<file path="src/rtl/breath_pkg.sv">
// Shared definitions for the breathing-ramp generator.
//   breath_state_e : FSM state; its encoding is also the external phase code
//                    (IDLE=0, RISE=1, HOLD_HI=2, FALL=3, HOLD_LO=4).
//   hold_cnt_w()   : width of the hold counter for a given HOLD_TICKS,
//                    clog2(HOLD_TICKS+1) with a minimum of one bit.
package breath_pkg;

    localparam int unsigned PHASE_W = 3;

    typedef enum logic [PHASE_W-1:0] {
        ST_IDLE    = 3'd0,
        ST_RISE    = 3'd1,
        ST_HOLD_HI = 3'd2,
        ST_FALL    = 3'd3,
        ST_HOLD_LO = 3'd4
    } breath_state_e;

    function automatic int unsigned hold_cnt_w(input int unsigned hold_ticks);
        int unsigned w;
        w = $clog2(hold_ticks + 1);
        return (w < 1) ? 1 : w;
    endfunction

endpackage

</file>
<file path="src/rtl/breath_ramp_tick_gen.sv">
// tick_gen: free-running prescaler producing a one-cycle tick every
// PRESCALE enabled clock cycles.
//   clk  : system clock
//   rst  : synchronous reset, active-high (count -> 0)
//   en   : count enable; low clears the count and suppresses tick
//   tick : high in the cycle where the count equals PRESCALE-1
module tick_gen #(
    parameter int unsigned PRESCALE = 262144
) (
    input  logic clk,
    input  logic rst,
    input  logic en,
    output logic tick
);

    localparam int unsigned CW = (PRESCALE > 1) ? $clog2(PRESCALE) : 1;
    localparam logic [CW-1:0] LAST = CW'(PRESCALE - 1);

    logic [CW-1:0] count_q;
    logic [CW-1:0] count_d;

    always_comb begin
        tick    = en && (count_q == LAST);
        count_d = count_q + 1'b1;
        if (!en || tick) begin
            count_d = '0;
        end
    end

    always_ff @(posedge clk) begin
        if (rst) begin
            count_q <= '0;
        end else begin
            count_q <= count_d;
        end
    end

endmodule

</file>
<file path="src/rtl/breath_ramp.sv">
// breath_ramp: rise/hold/fall/hold brightness profile (or rise/hold/jump
// sawtooth) feeding a pwm value_input/en pair.
//   clk       : system clock
//   rst       : synchronous reset, active-high
//   en        : run enable; low freezes state, value and hold counter
//   sawtooth  : sampled on HOLD_HI exit; 1 = jump to floor instead of falling
//   value_out : current duty value (registered)
//   value_wr  : one-cycle strobe when value_out has just been (re)loaded
//   phase     : current state code
module breath_ramp
    import breath_pkg::*;
#(
    parameter int unsigned WIDTH      = 8,
    parameter int unsigned PRESCALE   = 262144,
    parameter int unsigned MIN_VAL    = 0,
    parameter int unsigned MAX_VAL    = 128,
    parameter int unsigned STEP       = 1,
    parameter int unsigned HOLD_TICKS = 16
) (
    input  logic               clk,
    input  logic               rst,
    input  logic               en,
    input  logic               sawtooth,
    output logic [WIDTH-1:0]   value_out,
    output logic               value_wr,
    output logic [PHASE_W-1:0] phase
);

    localparam int unsigned HOLD_W = hold_cnt_w(HOLD_TICKS);
    localparam int unsigned XW     = WIDTH + 1;

    localparam logic [XW-1:0]     MIN_X  = XW'(MIN_VAL);
    localparam logic [XW-1:0]     MAX_X  = XW'(MAX_VAL);
    localparam logic [XW-1:0]     STEP_X = XW'(STEP);
    localparam logic [WIDTH-1:0]  MIN_V  = WIDTH'(MIN_VAL);
    localparam logic [HOLD_W-1:0] HOLD_X = HOLD_W'(HOLD_TICKS);

    if (MIN_VAL >= MAX_VAL) begin : g_chk_range
        $error("breath_ramp: MIN_VAL must be below MAX_VAL");
    end
    if (64'(MAX_VAL) >= (64'd1 << WIDTH)) begin : g_chk_max
        $error("breath_ramp: MAX_VAL must fit in WIDTH bits");
    end
    if (STEP < 1) begin : g_chk_step
        $error("breath_ramp: STEP must be at least 1");
    end
    // STEP is handled in WIDTH+1 bits, so it has to fit there.
    if (64'(STEP) >= (64'd1 << XW)) begin : g_chk_step_w
        $error("breath_ramp: STEP must fit in WIDTH+1 bits");
    end
    if (PRESCALE < 1) begin : g_chk_prescale
        $error("breath_ramp: PRESCALE must be at least 1");
    end

    breath_state_e     state_q, state_d;
    logic [WIDTH-1:0]  value_q, value_d;
    logic              wr_q, wr_d;
    logic [HOLD_W-1:0] hold_q, hold_d;

    logic              tick_en;
    logic              tick;
    logic [XW-1:0]     value_x;
    logic [XW-1:0]     up_val;
    logic [XW-1:0]     dn_val;
    logic [HOLD_W-1:0] hold_inc;
    logic              hold_done;

    // Prescaler idles in IDLE so the first ramp tick lands PRESCALE cycles
    // after the start write.
    assign tick_en = en && (state_q != ST_IDLE);

    tick_gen #(
        .PRESCALE(PRESCALE)
    ) u_tick_gen (
        .clk (clk),
        .rst (rst),
        .en  (tick_en),
        .tick(tick)
    );

    always_comb begin
        value_x   = {1'b0, value_q};
        // Saturation tested on the headroom so the sum/difference cannot wrap.
        up_val    = (STEP_X >= MAX_X - value_x) ? MAX_X : value_x + STEP_X;
        dn_val    = (STEP_X >= value_x - MIN_X) ? MIN_X : value_x - STEP_X;
        hold_inc  = hold_q + 1'b1;
        hold_done = (hold_inc >= HOLD_X);

        state_d = state_q;
        value_d = value_q;
        wr_d    = 1'b0;
        hold_d  = hold_q;

        if (en) begin
            unique case (state_q)
                ST_IDLE: begin
                    value_d = MIN_V;
                    wr_d    = 1'b1;
                    state_d = ST_RISE;
                end
                ST_RISE: begin
                    if (tick) begin
                        value_d = up_val[WIDTH-1:0];
                        wr_d    = 1'b1;
                        if (up_val == MAX_X) begin
                            state_d = ST_HOLD_HI;
                            hold_d  = '0;
                        end
                    end
                end
                ST_HOLD_HI: begin
                    if (tick) begin
                        hold_d = hold_inc;
                        if (hold_done) begin
                            hold_d = '0;
                            if (sawtooth) begin
                                value_d = MIN_V;
                                wr_d    = 1'b1;
                                state_d = ST_HOLD_LO;
                            end else begin
                                state_d = ST_FALL;
                            end
                        end
                    end
                end
                ST_FALL: begin
                    if (tick) begin
                        value_d = dn_val[WIDTH-1:0];
                        wr_d    = 1'b1;
                        if (dn_val == MIN_X) begin
                            state_d = ST_HOLD_LO;
                            hold_d  = '0;
                        end
                    end
                end
                ST_HOLD_LO: begin
                    if (tick) begin
                        hold_d = hold_inc;
                        if (hold_done) begin
                            hold_d  = '0;
                            state_d = ST_RISE;
                        end
                    end
                end
                default: begin
                    state_d = ST_IDLE;
                end
            endcase
        end
    end

    always_ff @(posedge clk) begin
        if (rst) begin
            state_q <= ST_IDLE;
            value_q <= MIN_V;
            wr_q    <= 1'b0;
            hold_q  <= '0;
        end else begin
            state_q <= state_d;
            value_q <= value_d;
            wr_q    <= wr_d;
            hold_q  <= hold_d;
        end
    end

    assign value_out = value_q;
    assign value_wr  = wr_q;
    assign phase     = state_q;

endmodule

</file>
<file path="config.mk">
export PLATFORM = sky130hd
export DESIGN_NAME = breath_ramp
export DESIGN_NICKNAME = d
export VERILOG_FILES = /design/src/rtl/breath_pkg.sv /design/src/rtl/breath_ramp_tick_gen.sv /design/src/rtl/breath_ramp.sv
export SDC_FILE = /design/constraint.sdc
export NUM_CORES = 1
export LEC_CHECK = 0
export BUFFER_PORTS_ARGS = -buffer_cell sky130_fd_sc_hd__buf_2
export CORE_AREA = 2 2 62 76
export CTS_CLUSTER_DIAMETER = 100
export DETAILED_ROUTE_END_ITERATION = 7
export DIE_AREA = 0 0 64 78
export GPL_TIMING_DRIVEN = 0
export HOLD_SLACK_MARGIN = 0.03
export PLACE_DENSITY_LB_ADDON = 0.05
export SLEW_MARGIN = 20
export SYNTH_ARGS = -nofsm -noshare
export SYNTH_HDL_FRONTEND = slang
export SYNTH_SLANG_ARGS = --single-unit
</file>
<file path="constraint.sdc">
create_clock -name clk -period 2.43 [get_ports clk]
set_clock_uncertainty 0.1 [all_clocks]
set_input_delay 0.1215 -clock clk [delete_from_list [all_inputs] [get_ports clk]]
set_output_delay 0.1215 -clock clk [all_outputs]
set_load 0.01 [all_outputs]
</file>
==> results of run 1 <==
[sequential cells by signal (all words and copies together) (netlist names)]
name,flops
u_tick_gen.count_q,18
phase,3
value_out,8
hold_q,5
value_wr,1
[through the flow]
stage               hold WS [ns]  setup WS (ns)  TNS, ns
finish                    0.1164        0.01287        0
global route              0.1523       -0.09588  -0.5438
CTS                       0.1162       0.006946        0
detailed placement        0.3602        -0.4290   -2.407
global placement          0.3459        -0.4625   -2.936
floorplan                 0.2482        0.03595        0
[cell type report]
class                           instances  area share [%]
Timing Repair Buffer                   31           7.249
Multi-Input combinational cell        213           54.16
Tap cell                               56           2.521
Buffer                                 16           4.232
Clock buffer                            7           3.467
Inverter                               18           2.701
Sequential cell                        35           25.44
Clock inverter                          1          0.2251
[worst paths after layout]
check | endpoint | from | slack, ns
hold reg to reg | u_tick_gen.count_q[0] | u_tick_gen.count_q[0] | 0.37
setup / recovery | value_out[2] | value_out[0] | 0.01
setup reg to reg | value_out[2] | value_out[0] | 0.01
hold / removal | u_tick_gen.count_q[14] | en | 0.12
[where the power goes]
group / internal, W / leakage [nW] / switching [W]
Sequential: 0.000579 / 0.284 / 0.00000480
Combinational: 0.0000764 / 0.681 / 0.000110
Clock: 0.000258 / 0.0548 / 0.000211
[worst register-to-register path, delay by kind of cell (launching register included)]
family / cells / cell delay [ns]
AND/OR/NAND/NOR: 1 / 0.23
AO/OA/AOI/OAI: 6 / 1.31
buffers and inverters: 2 / 0.31
flip-flops: 1 / 0.36
[repair_timing]
item,4_1_cts,5_1_grt
pin swaps,10,3
setup buffers,13,4
resized for setup,19,18
setup endpoints to repair,23,21
[per-layer routing]
metal / part of all wire, % / vias to the layer above / global-route usage (%)
li1: - / 1080 / -
met1: 43 / 1025 / 29.00
met2: 52 / 56 / 40.73
met3: 3.3 / 11 / 3.768
met4: 1.9 / 0 / 9.130
met5: 0 / - / 0
[cells by family after synthesis]
group                      after synthesis  synth area share, %
buffers and inverters                   35                7.382
and+or+nand+nor                        122                28.80
xor gates and xnor gates                20                7.830
DFF                                     35                31.32
muxes                                    2               0.8949
adders and majority gates                6                3.356
AOI/OAI and AO/OA                       63                20.41
[synth_stat cells, types with 3 or more instances]
master | instances | area (um2)
sky130_fd_sc_hd__nand2_1 | 23 | 86.33
sky130_fd_sc_hd__clkbuf_1 | 9 | 33.78
sky130_fd_sc_hd__or3_1 | 6 | 37.54
sky130_fd_sc_hd__nor2b_1 | 4 | 25.02
sky130_fd_sc_hd__a211o_1 | 3 | 26.28
sky130_fd_sc_hd__dfxtp_1 | 35 | 700.7
sky130_fd_sc_hd__buf_6 | 4 | 45.04
sky130_fd_sc_hd__nor2_1 | 39 | 146.4
sky130_fd_sc_hd__and3_1 | 6 | 37.54
sky130_fd_sc_hd__nor4_4 | 3 | 63.81
sky130_fd_sc_hd__or4_1 | 3 | 22.52
sky130_fd_sc_hd__nand2b_1 | 3 | 18.77
sky130_fd_sc_hd__inv_1 | 18 | 67.56
sky130_fd_sc_hd__nand3_1 | 21 | 105.1
sky130_fd_sc_hd__o21ai_0 | 8 | 40.04
sky130_fd_sc_hd__o211ai_1 | 4 | 30.03
sky130_fd_sc_hd__xor2_1 | 13 | 113.9
sky130_fd_sc_hd__xnor2_1 | 7 | 61.31
sky130_fd_sc_hd__nand4_1 | 5 | 31.28
sky130_fd_sc_hd__o31ai_1 | 3 | 22.52
sky130_fd_sc_hd__ha_1 | 6 | 75.07
sky130_fd_sc_hd__a31oi_1 | 6 | 37.54
sky130_fd_sc_hd__a21oi_1 | 16 | 80.08
sky130_fd_sc_hd__a221oi_1 | 3 | 26.28
==> results.json, run 1 <==
{
  "h-tree-depth": 2,
  "async_reset_ff_share_pct": 0,
  "timing_hold_violations_final": 0,
  "synth.net_count": 293,
  "die-width_um": 64,
  "finalNetCount": 330,
  "run_status": "finished, final reports clean",
  "synth_sequential_area_ratio_pct": 31.32,
  "area.growth.synth_to_final_pct": 24.22,
  "design.portCount": 16,
  "post-route-cell-area_um2": 2779,
  "grtUsageTotal_pct": 23.59,
  "cts_tree": "built",
  "site_rows": 26,
  "worst_slew_margin_rel_pct": 66.67,
  "num_vias": 2172,
  "cts.sink_count": 35,
  "finalCritPeriodShare_pct": 99.47,
  "cts_root_buf": "sky130_fd_sc_hd__clkbuf_8",
  "viasPerCell": 5.761,
  "layout.cells.most_common_list": "37 x sky130_fd_sc_hd__nor2_1, 32 x sky130_fd_sc_hd__dfxtp_1, 22 x sky130_fd_sc_hd__nand2_1, 18 x sky130_fd_sc_hd__nand3_1, 17 x sky130_fd_sc_hd__buf_4",
  "timing.critical_path.from_type": "flip-flop",
  "core-area_um2": 4197,
  "ys_warn_count": 0,
  "grt_pass1_wl_um": 9308,
  "drc": 0,
  "syn-cell-area_um2": 2237,
  "cts_hold_buffers": 0,
  "synth-seq-cells": 35,
  "stdcell_count": 377,
  "worst_skew_pair.late_latency_ns": 0.29,
  "placed_cells": 353,
  "grt_setup_unrepaired": "yes",
  "syn_area_per_cell_um2": 7.905,
  "power_w": 0.001240,
  "drv_slew": 0,
  "worst-path-max-fanout": 8,
  "timing.critical_path.arrival_ns": 2.50,
  "synthesis.instances": 283,
  "grt_remaining_overflow": 0,
  "grt_antenna_before_repair": 0,
  "diodes": 0,
  "cp_data_required_time_ns": 2.51,
  "min_delay_path_depth": 3,
  "min-delay-path-class": "in -> reg",
  "critical-path-max-stage-delay_ns": 0.38,
  "endpoint_kind": "flip-flop",
  "cts.clk_slew.worst_paths_ns": 0.07,
  "drt.antenna.violating_nets": 0,
  "avgRoutedWirePerCell_um": 14.78,
  "path_class": "reg -> reg",
  "cellPowerDensity_nw_per_um2": 446.2,
  "layout-drive-gt1-share_pct": 24.92,
  "vdd_drop_max_uv": 377.2,
  "final_wl_um": 5573,
  "yosysUniqueCellTypes": 50,
  "fillCellCount": 370,
  "cts-buffers-inserted": 5,
  "max_clock_freq_mhz": 413.7,
  "detailedPlacementHpwl_um": 3802,
  "floorplan.die_area_um2": 4992,
  "grt_pass1_vias": 1975,
  "yosys_most_used_dff": "sky130_fd_sc_hd__dfxtp_1",
  "tightest_slew_ns": 0.4999,
  "critical_path.cell_chain": "buf_6 -> nor4_4 -> buf_4 -> a211o_1 -> o311ai_4 -> a21oi_2 -> a221o_1 -> a21oi_1 -> a2111oi_2",
  "leading_cell_type_in_the_layout_fill_and_taps_excluded": "sky130_fd_sc_hd__nor2_1",
  "cts_max_path_buffers": 2,
  "cp_num_buf_inv": 2,
  "final_critical_period_ns": 2.417,
  "drtIter0Drc": 201,
  "first_pass_iters": 7,
  "power.static_leakage_nw": 1.020,
  "final-setup-viol-count": 0,
  "maxCapViolations": 0,
  "grt_start_max_net_pins": 12,
  "start_util_pct": 53.31,
  "worst_path_max_delay_cell": "sky130_fd_sc_hd__a21oi_2",
  "cp_num_cells": 9,
  "critPathTopFamily": "compound AO/OA/AOI/OAI gates",
  "die-height_um": 78,
  "multi_input_gate_area_um2": 1505,
  "buffer_ports.inserted": 14,
  "gp_congestion": 0.8687,
  "dpl-instance-area_um2": 2415,
  "r2r_cells": 9,
  "area.sequential_um2": 706.9,
  "synth_enable_flop_cells": 0,
  "utilization_pct": 66.22
}
(Power assumes the default switching activity.)
==> run 2, diff against run 1 <==
RECOVER_POWER = 25   (was default)
clock period = 2.1 ns   (was 2.43 ns; I/O delays follow)
==> results.json, run 2 (synthesis gave the netlist of run 1 again) <==
{
  "tightest_slew_ns": 0.5692,
  "violations_in_the_final_reports": "negative setup slack",
  "power_w": 0.001447,
  "maxCapViolations": 0,
  "endpoint_kind": "flip-flop",
  "finalCritPeriodShare_pct": 118.1,
  "max_clock_freq_mhz": 403.2,
  "critical_path.cell_chain": "buf_8 -> buf_6 -> o211a_1 -> o211ai_1 -> a221oi_4 -> and2_4 -> o311ai_4 -> buf_4 -> or3_4 -> a21oi_2",
  "avgRoutedWirePerCell_um": 16.31,
  "die-width_um": 64,
  "grt_pass1_vias": 2318,
  "critical-path-max-stage-delay_ns": 0.41,
  "path_class": "reg -> reg",
  "cts.sink_count": 35,
  "run_status": "complete, but fails checks",
  "core-area_um2": 4197,
  "grt_antenna_before_repair": 0,
  "power.static_leakage_nw": 1.163,
  "dpl-instance-area_um2": 2481,
  "die-height_um": 78,
  "cts_tree": "built",
  "min-delay-path-class": "in -> reg",
  "site_rows": 26,
  "grt_remaining_overflow": 0,
  "cts_max_path_buffers": 2,
  "h-tree-depth": 2,
  "cts.clk_slew.worst_paths_ns": 0.07,
  "leading_cell_type_in_the_layout_fill_and_taps_excluded": "sky130_fd_sc_hd__nor2_1",
  "layout.cells.most_common_list": "35 x sky130_fd_sc_hd__nor2_1, 34 x sky130_fd_sc_hd__buf_4, 28 x sky130_fd_sc_hd__dfxtp_1, 22 x sky130_fd_sc_hd__nand2_1, 17 x sky130_fd_sc_hd__nand3_1",
  "buffer_ports.inserted": 14,
  "drtIter0Drc": 162,
  "viasPerCell": 5.883,
  "post-route-cell-area_um2": 3134,
  "cp_data_required_time_ns": 2.23,
  "grtUsageTotal_pct": 27.17,
  "fillCellCount": 320,
  "grt_setup_unrepaired": "yes",
  "power_frac_seq_pct": 46.7,
  "start_util_pct": 53.31,
  "gp_congestion": 0.8733,
  "design.portCount": 16,
  "grt_start_max_net_pins": 12,
  "placed_cells": 353,
  "cts_root_buf": "sky130_fd_sc_hd__clkbuf_8",
  "worst_path_max_delay_cell": "sky130_fd_sc_hd__dfxtp_4",
  "final_wl_um": 6542,
  "final-setup-viol-count": 15,
  "grt_pass1_wl_um": 10760,
  "timing.critical_path.from_type": "flip-flop",
  "cell_internal_pwr_w": 0.001031,
  "worst_skew_pair.late_latency_ns": 0.29,
  "drc": 0,
  "finalNetCount": 354,
  "stdcell_count": 401,
  "diodes": 0,
  "worst_slew_margin_rel_pct": 62.05,
  "detailedPlacementHpwl_um": 3746,
  "switching_power_w": 0.0004158,
  "largest_register_ff_count": 18,
  "utilization_pct": 74.69,
  "layout-drive-gt1-share_pct": 37.10,
  "floorplan.die_area_um2": 4992,
  "fin_hold_ws_ns": 0.1009,
  "max_flop_register": "u_tick_gen.count_q",
  "cellPowerDensity_nw_per_um2": 461.8,
  "vdd_drop_max_uv": 403.0,
  "area.growth.synth_to_final_pct": 40.10,
  "final_critical_period_ns": 2.480,
  "pwr-share-comb_pct": 19.4,
  "worst-path-max-fanout": 6,
  "num_vias": 2359,
  "cts-buffers-inserted": 5,
  "p_sw_share_pct": 28.73,
  "drt.antenna.violating_nets": 0,
  "drv_slew": 0,
  "timing_hold_violations_final": 0,
  "first_pass_iters": 5,
  "final_worst_setup_slack_ns": -0.3801,
  "power.share.clock_pct": 33.9,
  "timing.critical_path.arrival_ns": 2.61
}
[run 2: cell type report]
class / instances / area, um2 / area share [%]
multi-input combinational: 213 / 1642 / 52.38
inverter: 18 / 72.57 / 2.315
tap: 56 / 70.07 / 2.236
buffer: 14 / 118.9 / 3.792
clock buffer: 6 / 72.57 / 2.315
sequential: 35 / 714.4 / 22.79
clock inverter: 2 / 12.51 / 0.3992
timing repair buffer: 57 / 431.7 / 13.77
[run 2: worst paths after layout]
kind / from / endpoint / slack [ns] / cells past startpoint
worst min register to register: hold_q[1] / hold_q[1] / 0.39 / 2
worst max register to register: value_out[0] / hold_q[1] / -0.38 / 10
worst max-delay path: value_out[0] / hold_q[1] / -0.38 / 10
worst min-delay path: en / u_tick_gen.count_q[16] / 0.10 / 3
[run 2: metrics by stage]
step | TNS (ns) | setup WS [ns]
finish | -3.626 | -0.3801
CTS | -2.707 | -0.2890
global placement | -5.822 | -0.4130
global route | -5.240 | -0.4660
floorplan | -0.4954 | -0.1395
detailed placement | -6.054 | -0.3824
[run 2: timing repair]
| item | 4_1_cts | 5_1_grt |
|---|---|---|
| resized for setup | 44 | 18 |
| pin swaps | 29 | 17 |
| endpoints found under the setup margin | 27 | 26 |
| hold buffers | 0 | 0 |
| buffers inserted | 38 | 5 |
[run 2: worst max-delay path, delay by kind of cell (launching register included)]
family                 cells  cell delay [ns]
AOI/OAI and AO/OA          5             0.91
buffers and inverters      3             0.42
and+or+nand+nor            2             0.58
DFF                        1             0.41
[run 2: routing by layer]
metal | up-vias | routed length, um | GRT usage [%]
met5 | - | 0 | 0
met4 | 0 | 145 | 10.87
met3 | 18 | 260 | 4.783
met2 | 84 | 3331 | 46.04
met1 | 1129 | 2804 | 33.73
li1 | 1128 | - | -
[run 2: power by group through the flow]
stage	clock, W	sequential, W	combinational (W)
2_1_floorplan	0	0.000693	0.000134
3_3_place_gp	0	0.000691	0.000179
3_5_place_dp	0	0.000691	0.000179
4_1_cts	0.000498	0.000675	0.000249
5_1_grt	0.000528	0.000677	0.000298
6_report	0.000491	0.000676	0.000281
==> run 3, diff against run 2 <==
CORE_AREA = 2 2 62 75   (was 2 2 62 76)
CTS_BUF_LIST = sky130_fd_sc_hd__clkbuf_8   (was default)
DIE_AREA = 0 0 64 77   (was 0 0 64 78)
==> results.json, run 3 (synthesis gave the netlist of run 1 again) <==
{
  "run_status": "complete, but fails checks",
  "setup_tns_ns": -3.679,
  "preCtsSetupSlack_ns": -0.3866,
  "cellPowerDensity_nw_per_um2": 467.9,
  "timing.critical_path.arrival_ns": 2.61,
  "core-area_um2": 4197,
  "cts_root_buf": "sky130_fd_sc_hd__clkbuf_8",
  "viasPerCell": 5.739,
  "drv_slew": 0,
  "endpoint_kind": "flip-flop",
  "pwr-share-comb_pct": 18.7,
  "worst_path_max_delay_cell": "sky130_fd_sc_hd__dfxtp_4",
  "violations_in_the_final_reports": "negative setup slack",
  "drtIter0Drc": 140,
  "drt.antenna.violating_nets": 0,
  "final_critical_period_ns": 2.478,
  "start_util_pct": 53.31,
  "design.portCount": 16,
  "cp_data_required_time_ns": 2.23,
  "critical_path.most_common_cell": "sky130_fd_sc_hd__buf_4",
  "power.share.clock_pct": 34.3,
  "switching_power_w": 0.0004181,
  "cts-buffers-inserted": 5,
  "power_frac_seq_pct": 47.0,
  "cell_internal_pwr_w": 0.001015,
  "max_flop_register": "u_tick_gen.count_q",
  "layout-drive-gt1-share_pct": 36.12,
  "min-delay-path-class": "in -> reg",
  "avgRoutedWirePerCell_um": 16.01,
  "detailedPlacementHpwl_um": 3685,
  "final_wl_um": 6259,
  "grt_remaining_overflow": 0,
  "timing.critical_path.from_type": "flip-flop",
  "timing_hold_violations_final": 0,
  "cts_tree": "built",
  "first_pass_iters": 5,
  "worst-path-max-fanout": 7,
  "site_rows": 26,
  "diodes": 0,
  "reg_to_reg_startpoint": "value_out[0]",
  "final_worst_setup_slack_ns": -0.3784,
  "maxCapViolations": 0,
  "vdd_drop_max_uv": 321.2,
  "area.growth.synth_to_final_pct": 36.91,
  "grt_antenna_before_repair": 0,
  "grt_pass1_vias": 2203,
  "p_sw_share_pct": 29.17,
  "utilization_pct": 72.99,
  "hold_path.startpoint": "en",
  "cts.clk_slew.worst_paths_ns": 0.08,
  "gp_congestion": 0.8734,
  "die-height_um": 77,
  "num_vias": 2244,
  "grt_start_max_net_pins": 12,
  "max_clock_freq_mhz": 403.5,
  "floorplan.die_area_um2": 4928,
  "worst_setup_path_startpoint": "value_out[0]",
  "final-setup-viol-count": 15,
  "largest_register_ff_count": 18,
  "grtUsageTotal_pct": 25.94,
  "finalCritPeriodShare_pct": 118.0,
  "tightest_slew_ns": 0.6012,
  "layout.cells.most_common_list": "37 x sky130_fd_sc_hd__nor2_1, 31 x sky130_fd_sc_hd__buf_4, 26 x sky130_fd_sc_hd__dfxtp_1, 22 x sky130_fd_sc_hd__nand2_1, 17 x sky130_fd_sc_hd__inv_1",
  "drc": 0,
  "grt_setup_unrepaired": "yes",
  "buffer_ports.inserted": 14,
  "power.static_leakage_nw": 1.114,
  "leading_cell_type_in_the_layout_fill_and_taps_excluded": "sky130_fd_sc_hd__nor2_1",
  "grt_pass1_wl_um": 10140,
  "worst_skew_pair.late_latency_ns": 0.29,
  "h-tree-depth": 2,
  "die-width_um": 64,
  "cts_max_path_buffers": 2,
  "critical-path-max-stage-delay_ns": 0.38,
  "critical_path.cell_chain": "buf_8 -> o211a_1 -> o211ai_1 -> a221oi_4 -> buf_4 -> a21oi_4 -> buf_4 -> nand4_1 -> a221oi_2 -> o31a_1",
  "worst_slew_margin_rel_pct": 59.92,
  "fin_hold_ws_ns": 0.05622,
  "cts_hold_buffers": 0,
  "path_class": "reg -> reg",
  "cts.sink_count": 35,
  "finalNetCount": 344
}
## run 3: cell types whose count changed in the layout (fill, tap and decap cells not counted), moves of 2 or more
cell                       before  now
sky130_fd_sc_hd__clkbuf_1       8    6
sky130_fd_sc_hd__nor2_1        35   37
sky130_fd_sc_hd__nor2_2         3    1
sky130_fd_sc_hd__buf_6         12    2
sky130_fd_sc_hd__buf_4         34   31
sky130_fd_sc_hd__dfxtp_1       28   26
sky130_fd_sc_hd__o311ai_2       0    2
## run 3: cell type report
cell class | instances | area (um2)
Clock buffer | 5 | 68.82
Timing Repair Buffer | 47 | 339.1
Sequential cell | 35 | 719.4
Tap cell | 56 | 70.07
Inverter | 18 | 75.07
Buffer | 13 | 101.3
Fill cell | 324 | 1134
Clock inverter | 3 | 15.01
Multi-Input combinational cell | 214 | 1674
## run 3: metal layers
metal	up-vias	GRT usage (%)	wire length, um	share of wire (%)
met3	11	4.106	291	4.6
met4	0	12.83	146	2.3
li1	1112	-	-	-
met1	1049	33.80	2734	44
met2	72	41.25	3088	49
met5	-	0	0	0
## run 3: worst paths after layout
kind	end	depth (start not counted)	slack, ns
setup / recovery	value_out[4]	10	-0.38
hold / removal	u_tick_gen.count_q[16]	3	0.06
setup reg to reg	value_out[4]	10	-0.38
hold reg to reg	hold_q[0]	2	0.39
## run 3: through the flow
step	cells	instance area, um2	total power, W
2_1_floorplan	283	2341	0.0008272
3_3_place_gp	353	2481	0.0008702
3_5_place_dp	353	2481	0.0008700
4_1_cts	382	2895	0.001405
5_1_grt	391	3063	0.001486
6_report	391	3063	0.001433
## run 3: critical path, delay by kind of cell, from the launching register on
family                 cells  cell delay [ns]
AOI/OAI and AO/OA          6             1.34
buffers and inverters      3             0.46
and+or+nand+nor            1             0.13
DFF                        1             0.38
## run 3: what timing repair did
item                                    CTS  global route
setup buffers                            22            11
hold endpoints to repair                  0             0
gates cloned                              1             0
endpoints found under the setup margin   27            26
gates resized for setup                  37            22
pin swaps                                10            15
## run 3: power groups by stage
stage | Sequential (W) | Combinational [W] | Clock (W)
3_5_place_dp | 0.000692 | 0.000178 | 0
4_1_cts | 0.000675 | 0.000226 | 0.000503
2_1_floorplan | 0.000693 | 0.000134 | 0
6_report | 0.000674 | 0.000268 | 0.000491
3_3_place_gp | 0.000691 | 0.000179 | 0
5_1_grt | 0.000675 | 0.000286 | 0.000525
